[src/rtl/ram1kx18_arb_if.sv]
// ram1kx18_arb_if: bundle of requester-side and RAM-side signals for ram1kx18_arb.
//   Requester side : req_valid/req_wen/req_lock (one bit per requester),
//                    req_addr (10 bits per requester), req_wdata (18 bits per requester),
//                    req_ready (one-hot grant), rsp_valid (one-hot), rsp_data (shared).
//   RAM side       : ram_wen, ram_addr, ram_wdata to the RAM; ram_rdata from the RAM.
// slave  : the arbiter's view.
// master : the environment's view (requesters plus RAM).
interface ram1kx18_arb_if #(
    parameter int unsigned NREQ = 3
);
    logic [NREQ-1:0]    req_valid;
    logic [NREQ-1:0]    req_wen;
    logic [NREQ-1:0]    req_lock;
    logic [NREQ*10-1:0] req_addr;
    logic [NREQ*18-1:0] req_wdata;
    logic [NREQ-1:0]    req_ready;
    logic [NREQ-1:0]    rsp_valid;
    logic [17:0]        rsp_data;
    logic               ram_wen;
    logic [9:0]         ram_addr;
    logic [17:0]        ram_wdata;
    logic [17:0]        ram_rdata;

    modport slave (
        input  req_valid, req_wen, req_lock, req_addr, req_wdata, ram_rdata,
        output req_ready, rsp_valid, rsp_data, ram_wen, ram_addr, ram_wdata
    );

    modport master (
        output req_valid, req_wen, req_lock, req_addr, req_wdata, ram_rdata,
        input  req_ready, rsp_valid, rsp_data, ram_wen, ram_addr, ram_wdata
    );
endinterface

[src/rtl/ram1kx18_arb.sv]
// ram1kx18_arb: round-robin arbiter sharing one single-port 1Kx18 RAM between NREQ requesters.
// At most one access is granted per cycle; read data returns to the granted requester one
// cycle later. A requester can hold the grant across a burst with req_lock.
//   mclk  : clock, all state on the rising edge
//   rst_n : asynchronous active-low reset; also forces all grant/RAM outputs low while asserted
//   bus   : ram1kx18_arb_if.slave, requester handshake plus RAM port
module ram1kx18_arb #(
    parameter int unsigned NREQ = 3
) (
    input logic            mclk,
    input logic            rst_n,
    ram1kx18_arb_if.slave  bus
);
    localparam int unsigned IdxW = (NREQ > 1) ? $clog2(NREQ) : 1;
    typedef logic [IdxW-1:0] idx_t;

    idx_t            ptr_q, ptr_d;
    idx_t            lock_own_q, lock_own_d;
    logic            lock_act_q, lock_act_d;
    logic [NREQ-1:0] rsp_pend_q, rsp_pend_d;

    logic            gnt_found;
    idx_t            gnt_idx;
    logic [NREQ-1:0] gnt_oh;

    // Grant selection. A held lock wins only while its owner still requests; otherwise the
    // search starts at ptr in the same cycle, so a dropped lock costs no idle cycle.
    always_comb begin : grant_sel
        idx_t cand;
        cand      = '0;
        gnt_found = 1'b0;
        gnt_idx   = '0;
        if (rst_n) begin
            if (lock_act_q && bus.req_valid[lock_own_q]) begin
                gnt_found = 1'b1;
                gnt_idx   = lock_own_q;
            end else begin
                for (int unsigned k = 0; k < NREQ; k++) begin
                    cand = idx_t'((32'(ptr_q) + k) % NREQ);
                    if (!gnt_found && bus.req_valid[cand]) begin
                        gnt_found = 1'b1;
                        gnt_idx   = cand;
                    end
                end
            end
        end
        gnt_oh = gnt_found ? ({{(NREQ-1){1'b0}}, 1'b1} << gnt_idx) : '0;
    end

    always_comb begin : outputs
        bus.req_ready = gnt_oh;
        bus.ram_wen   = 1'b0;
        bus.ram_addr  = '0;
        bus.ram_wdata = '0;
        if (gnt_found) begin
            bus.ram_wen   = bus.req_wen[gnt_idx];
            bus.ram_addr  = bus.req_addr[int'(gnt_idx)*10 +: 10];
            bus.ram_wdata = bus.req_wdata[int'(gnt_idx)*18 +: 18];
        end
        bus.rsp_valid = rsp_pend_q;
        // RAM output is already registered, so data is passed straight through.
        bus.rsp_data  = bus.ram_rdata;
    end

    always_comb begin : next_state
        ptr_d      = ptr_q;
        lock_own_d = lock_own_q;
        // With no grant the lock is either unused or its owner dropped valid: release it.
        lock_act_d = 1'b0;
        rsp_pend_d = '0;
        if (gnt_found) begin
            ptr_d      = (gnt_idx == idx_t'(NREQ - 1)) ? '0 : gnt_idx + idx_t'(1);
            lock_own_d = gnt_idx;
            lock_act_d = bus.req_lock[gnt_idx];
            rsp_pend_d = bus.req_wen[gnt_idx] ? '0 : gnt_oh;
        end
    end

    always_ff @(posedge mclk or negedge rst_n) begin
        if (!rst_n) begin
            ptr_q      <= '0;
            lock_own_q <= '0;
            lock_act_q <= 1'b0;
            rsp_pend_q <= '0;
        end else begin
            ptr_q      <= ptr_d;
            lock_own_q <= lock_own_d;
            lock_act_q <= lock_act_d;
            rsp_pend_q <= rsp_pend_d;
        end
    end
endmodule

[src/flat_wrapper.sv]
// flat-port wrapper written by rule: the top's interface ports become plain ports
module ram1kx18_arb_flat 
#(
    parameter int unsigned NREQ = 3
)
  (mclk, rst_n, bus_req_valid, bus_req_wen, bus_req_lock, bus_req_addr, bus_req_wdata, bus_ram_rdata, bus_req_ready, bus_rsp_valid, bus_rsp_data, bus_ram_wen, bus_ram_addr, bus_ram_wdata);
  ram1kx18_arb_if #(.NREQ(NREQ)) bus_i ();
  input logic mclk;
  input logic rst_n;
  input wire logic [$bits(bus_i.req_valid)-1:0] bus_req_valid;
  input wire logic [$bits(bus_i.req_wen)-1:0] bus_req_wen;
  input wire logic [$bits(bus_i.req_lock)-1:0] bus_req_lock;
  input wire logic [$bits(bus_i.req_addr)-1:0] bus_req_addr;
  input wire logic [$bits(bus_i.req_wdata)-1:0] bus_req_wdata;
  input wire logic [$bits(bus_i.ram_rdata)-1:0] bus_ram_rdata;
  output wire logic [$bits(bus_i.req_ready)-1:0] bus_req_ready;
  output wire logic [$bits(bus_i.rsp_valid)-1:0] bus_rsp_valid;
  output wire logic [$bits(bus_i.rsp_data)-1:0] bus_rsp_data;
  output wire logic [$bits(bus_i.ram_wen)-1:0] bus_ram_wen;
  output wire logic [$bits(bus_i.ram_addr)-1:0] bus_ram_addr;
  output wire logic [$bits(bus_i.ram_wdata)-1:0] bus_ram_wdata;
  assign bus_i.req_valid = bus_req_valid;
  assign bus_i.req_wen = bus_req_wen;
  assign bus_i.req_lock = bus_req_lock;
  assign bus_i.req_addr = bus_req_addr;
  assign bus_i.req_wdata = bus_req_wdata;
  assign bus_i.ram_rdata = bus_ram_rdata;
  assign bus_req_ready = bus_i.req_ready;
  assign bus_rsp_valid = bus_i.rsp_valid;
  assign bus_rsp_data = bus_i.rsp_data;
  assign bus_ram_wen = bus_i.ram_wen;
  assign bus_ram_addr = bus_i.ram_addr;
  assign bus_ram_wdata = bus_i.ram_wdata;
  ram1kx18_arb #(.NREQ(NREQ)) u_core (.mclk(mclk), .rst_n(rst_n), .bus(bus_i));
endmodule
[config.mk]
export PLATFORM = sky130hd
export DESIGN_NAME = ram1kx18_arb_flat
export DESIGN_NICKNAME = d
export VERILOG_FILES = /design/src/rtl/ram1kx18_arb_if.sv /design/src/rtl/ram1kx18_arb.sv /design/src/flat_wrapper.sv
export SDC_FILE = /design/constraint.sdc
export NUM_CORES = 1
export LEC_CHECK = 0
export BUFFER_PORTS_ARGS = -buffer_cell sky130_fd_sc_hd__buf_2
export CAP_MARGIN = 10
export CORE_MARGIN = 2
export CORE_UTILIZATION = 30
export DETAILED_ROUTE_END_ITERATION = 10
export PLACE_DENSITY = 0.86
export SLEW_MARGIN = 10
export SYNTH_ARGS = -nofsm -noshare
export SYNTH_HDL_FRONTEND = slang
export SYNTH_SLANG_ARGS = --single-unit
[constraint.sdc]
create_clock -name mclk -period 6.9 [get_ports mclk]
set_input_delay 1.035 -clock mclk [delete_from_list [all_inputs] [get_ports mclk]]
set_output_delay 1.035 -clock mclk [all_outputs]
set_load 0.005 [all_outputs]
==> impl_metrics.toml <==
[synthesis]
ys_warn_count = 0
synth_ff_type = "dfrtp_1"
mappedNetlistArea_sq_um = 1310
syn_avg_cell_area_sq_um = 8.27
synth_area_leader_cell = "dfrtp_1"
synth_top_family_by_area = "compound AO/OA/AOI/OAI gates"
postSynthCellCount = 158
async_reset_ff_share_pct = 100
synth_cell_types = 33
synth_xor_area_share_pct = 0
synth-simple-area-share_pct = 13.5
synth-edff-count = 0
syn_nets = 273
netlist_top_cells_area = "dfrtp_1 15%, mux2i_1 14%, buf_4 13%"
ys_seq_elements = 8
synth_adder_area_share_pct = 1.92
muxShareOfSynthArea_pct = 15.8
synth_compound_area_share_pct = 36.7
synth_top_cell_area_share_pct = 15.3
yosysSeqAreaShare_pct = 15.3

[timing]
rsz0062_at_grt = "false"
hold_viol_final = 0
max_freq_ghz = 0.216
fin_ws_ns = 2.27
slew_violations = 0
post-route-period-util_pct = 67.1
fin_worst_skew_ns = 0.000436
period_minus_slack_ns = 4.63
setup_tns_ns = 0
relSlewSlack_pct = 22.7
tightest_slew_ns = 1.16
setup_viol = 0

[worst_setup_path]
cp_top_family = "simple AND/OR/NAND/NOR gates"
startpoint_type = "primary input"
worstPathCellList = "buf_2, mux2i_1, o21ai_1, a211oi_1, o21a_1, buf_4, or2_0, o21ai_0, buf_2"
slowest_delay_ns = 0.91
cp_max_fo = 38
slowest_stage = "or2_0"
critPathLaunch = "bus_req_valid[2]"
cpMostUsedCell = "buf_2"
r2r_start = "u_core.ptr_q[0]"
cp.buffers_inverters = 3
arrival_ns = 3.60
crit_path_end_kind = "output port"
critical_path_class = "in -> out"
cp.required_ns = 5.86

[min_path]
hold_class = "reg -> reg"
hold_start = "u_core.ptr_q[1]"

[floorplanning]
rows = 23
chipWidth_um = 70.0
core_area_sq_um = 4090
start_util_pct = 32.0
die_h_um = 70.0
dieArea_sq_um = 4900
ios = 166

[clock_network]
clock_latency_ns = 0.22
cts_root_buffer = "clkbuf_8"
cts_tree = "done"
cts_resized = 0
cts_max_level = 1
post_cts_buffers = 0
cts_buffer_depth = 2
cts_sinks = 8
cts-buffers-inserted = 3
path_clk_slew_ns = 0.04
cts_hold_buf = 0

[global_routing]
grt.overflow.total = 0
grt_pass1_vias = 1547
grt_max_degree = 39
grt_antenna_before_repair = 0
grt_pass1_wl_um = 6930
grt_use_total_pct = 16.8

[route]
wirelength_um = 4290
firstDrtPassIters = 4
drc = 0
first_iter_violations = 18
viasPerCell = 5.04
vias = 1583
postRouteAntennaNets = 0
wl_per_cell_um = 13.6

[finish]
antenna_cells = 0
drive_gt1_share_pct = 56.4
area_delta_synth_final_pct = 42.9
nNetsFinal = 381

[placement]
place_hpwl_um = 3500
io_buffers = 129
place_ws_ns = 2.28
globalplace.congestion = 0.782

[power]
p_per_area_nw_per_um2 = 294
power_w = 0.000548
worst_ir_drop_vdd_mv = 0.112
power.leakage_nw = 1.08

[job]
cap_violations = 0

[run_status]
status = "finished, final reports clean"
worst reg2reg max path, stage by stage, from the launching register on:
cell      delay [ns]
dfrtp_1         0.37
inv_1           0.06
ha_1            0.38
nor2b_1         0.21
o21ai_1         0.12
a221oi_4        0.94
buf_4           0.43
nor3_4          0.14
a21o_1          0.22
cell usage after synthesis (2+ instances only):
cell / number
buf_4: 23
o21ai_0: 8
a21oi_1: 3
buf_2: 4
mux2i_1: 18
nand3b_1: 2
nand2_1: 19
ha_1: 2
o21ai_2: 9
o21ai_1: 3
inv_1: 4
a22o_1: 13
nor2_1: 4
a21o_1: 16
o21a_1: 2
nor2b_1: 3
or2_0: 2
dfrtp_1: 8
metal layers:
layer	global-route usage, %	share of wire [%]
met1	17.7	37
met2	34.0	52
met3	2.89	10
met4	4.06	0.98
met5	0	0
layout by cell type (no fill, tap or decap), drive strengths merged, types with 2 or more instances in the layout:
master,synthesis,layout
nand3b,2,2
ha,2,2
a21o,16,16
mux2i,18,18
or2,3,3
nor2,4,4
nand2,19,19
inv,4,4
clkbuf,0,3
mux2,2,2
nor2b,3,3
a22o,13,13
a21oi,3,3
buf,28,131
o21a,2,2
dfrtp,8,8
o21ai,20,20
cell type report:
cell class | instances | area [sq um]
clock buffers | 3 | 41.3
fillers | 408 | 2220
repair buffers | 131 | 661
inverters | 4 | 15.0
flip-flops and latches | 8 | 200
well taps | 50 | 62.6
multi-input cells | 118 | 887
through the flow:
step,cells,area [sq um],hold slack [ns],util [%]
floorplan,158,1310,0.476,-
global placement,311,1830,0.492,44.7
detailed placement,311,1830,0.507,44.7
CTS,314,1870,0.516,45.7
global route,314,1870,0.527,45.7
finish,314,1870,0.515,45.7
path summary, 6_finish.rpt:
| path | endpoint | slack [ns] | depth (start not counted) |
|---|---|---|---|
| min | u_core.ptr_q[1] | 0.52 | 1 |
| max | bus_ram_addr[2] | 2.27 | 9 |
| min reg2reg | u_core.ptr_q[1] | 0.52 | 1 |
| max in group asynchronous | u_core.bus.rsp_valid[1] | 6.02 | 1 |
| min in group asynchronous | u_core.bus.rsp_valid[2] | 0.68 | 1 |
| max reg2reg | u_core.lock_act_q | 3.91 | 8 |
registers in the layout (all words and copies together) (netlist names):
signal / count
u_core.ptr_q: 2
u_core.bus.rsp_valid: 3
u_core.lock_act_q: 1
u_core.lock_own_q: 2
logic make-up (layout without fill, tap and decap cells):
family / Yosys count / count (layout)
compound gates: 61 / 61
fa+ha+maj: 2 / 2
buf+inv: 32 / 138
flops: 8 / 8
mux: 20 / 20
simple gates: 35 / 35
power by group:
part           internal (W)  switching [W]
clock network     0.0000376      0.0000161
registers         0.0000638      0.0000174
logic              0.000201       0.000212
total              0.000303       0.000245
(Power assumes the default switching activity.)
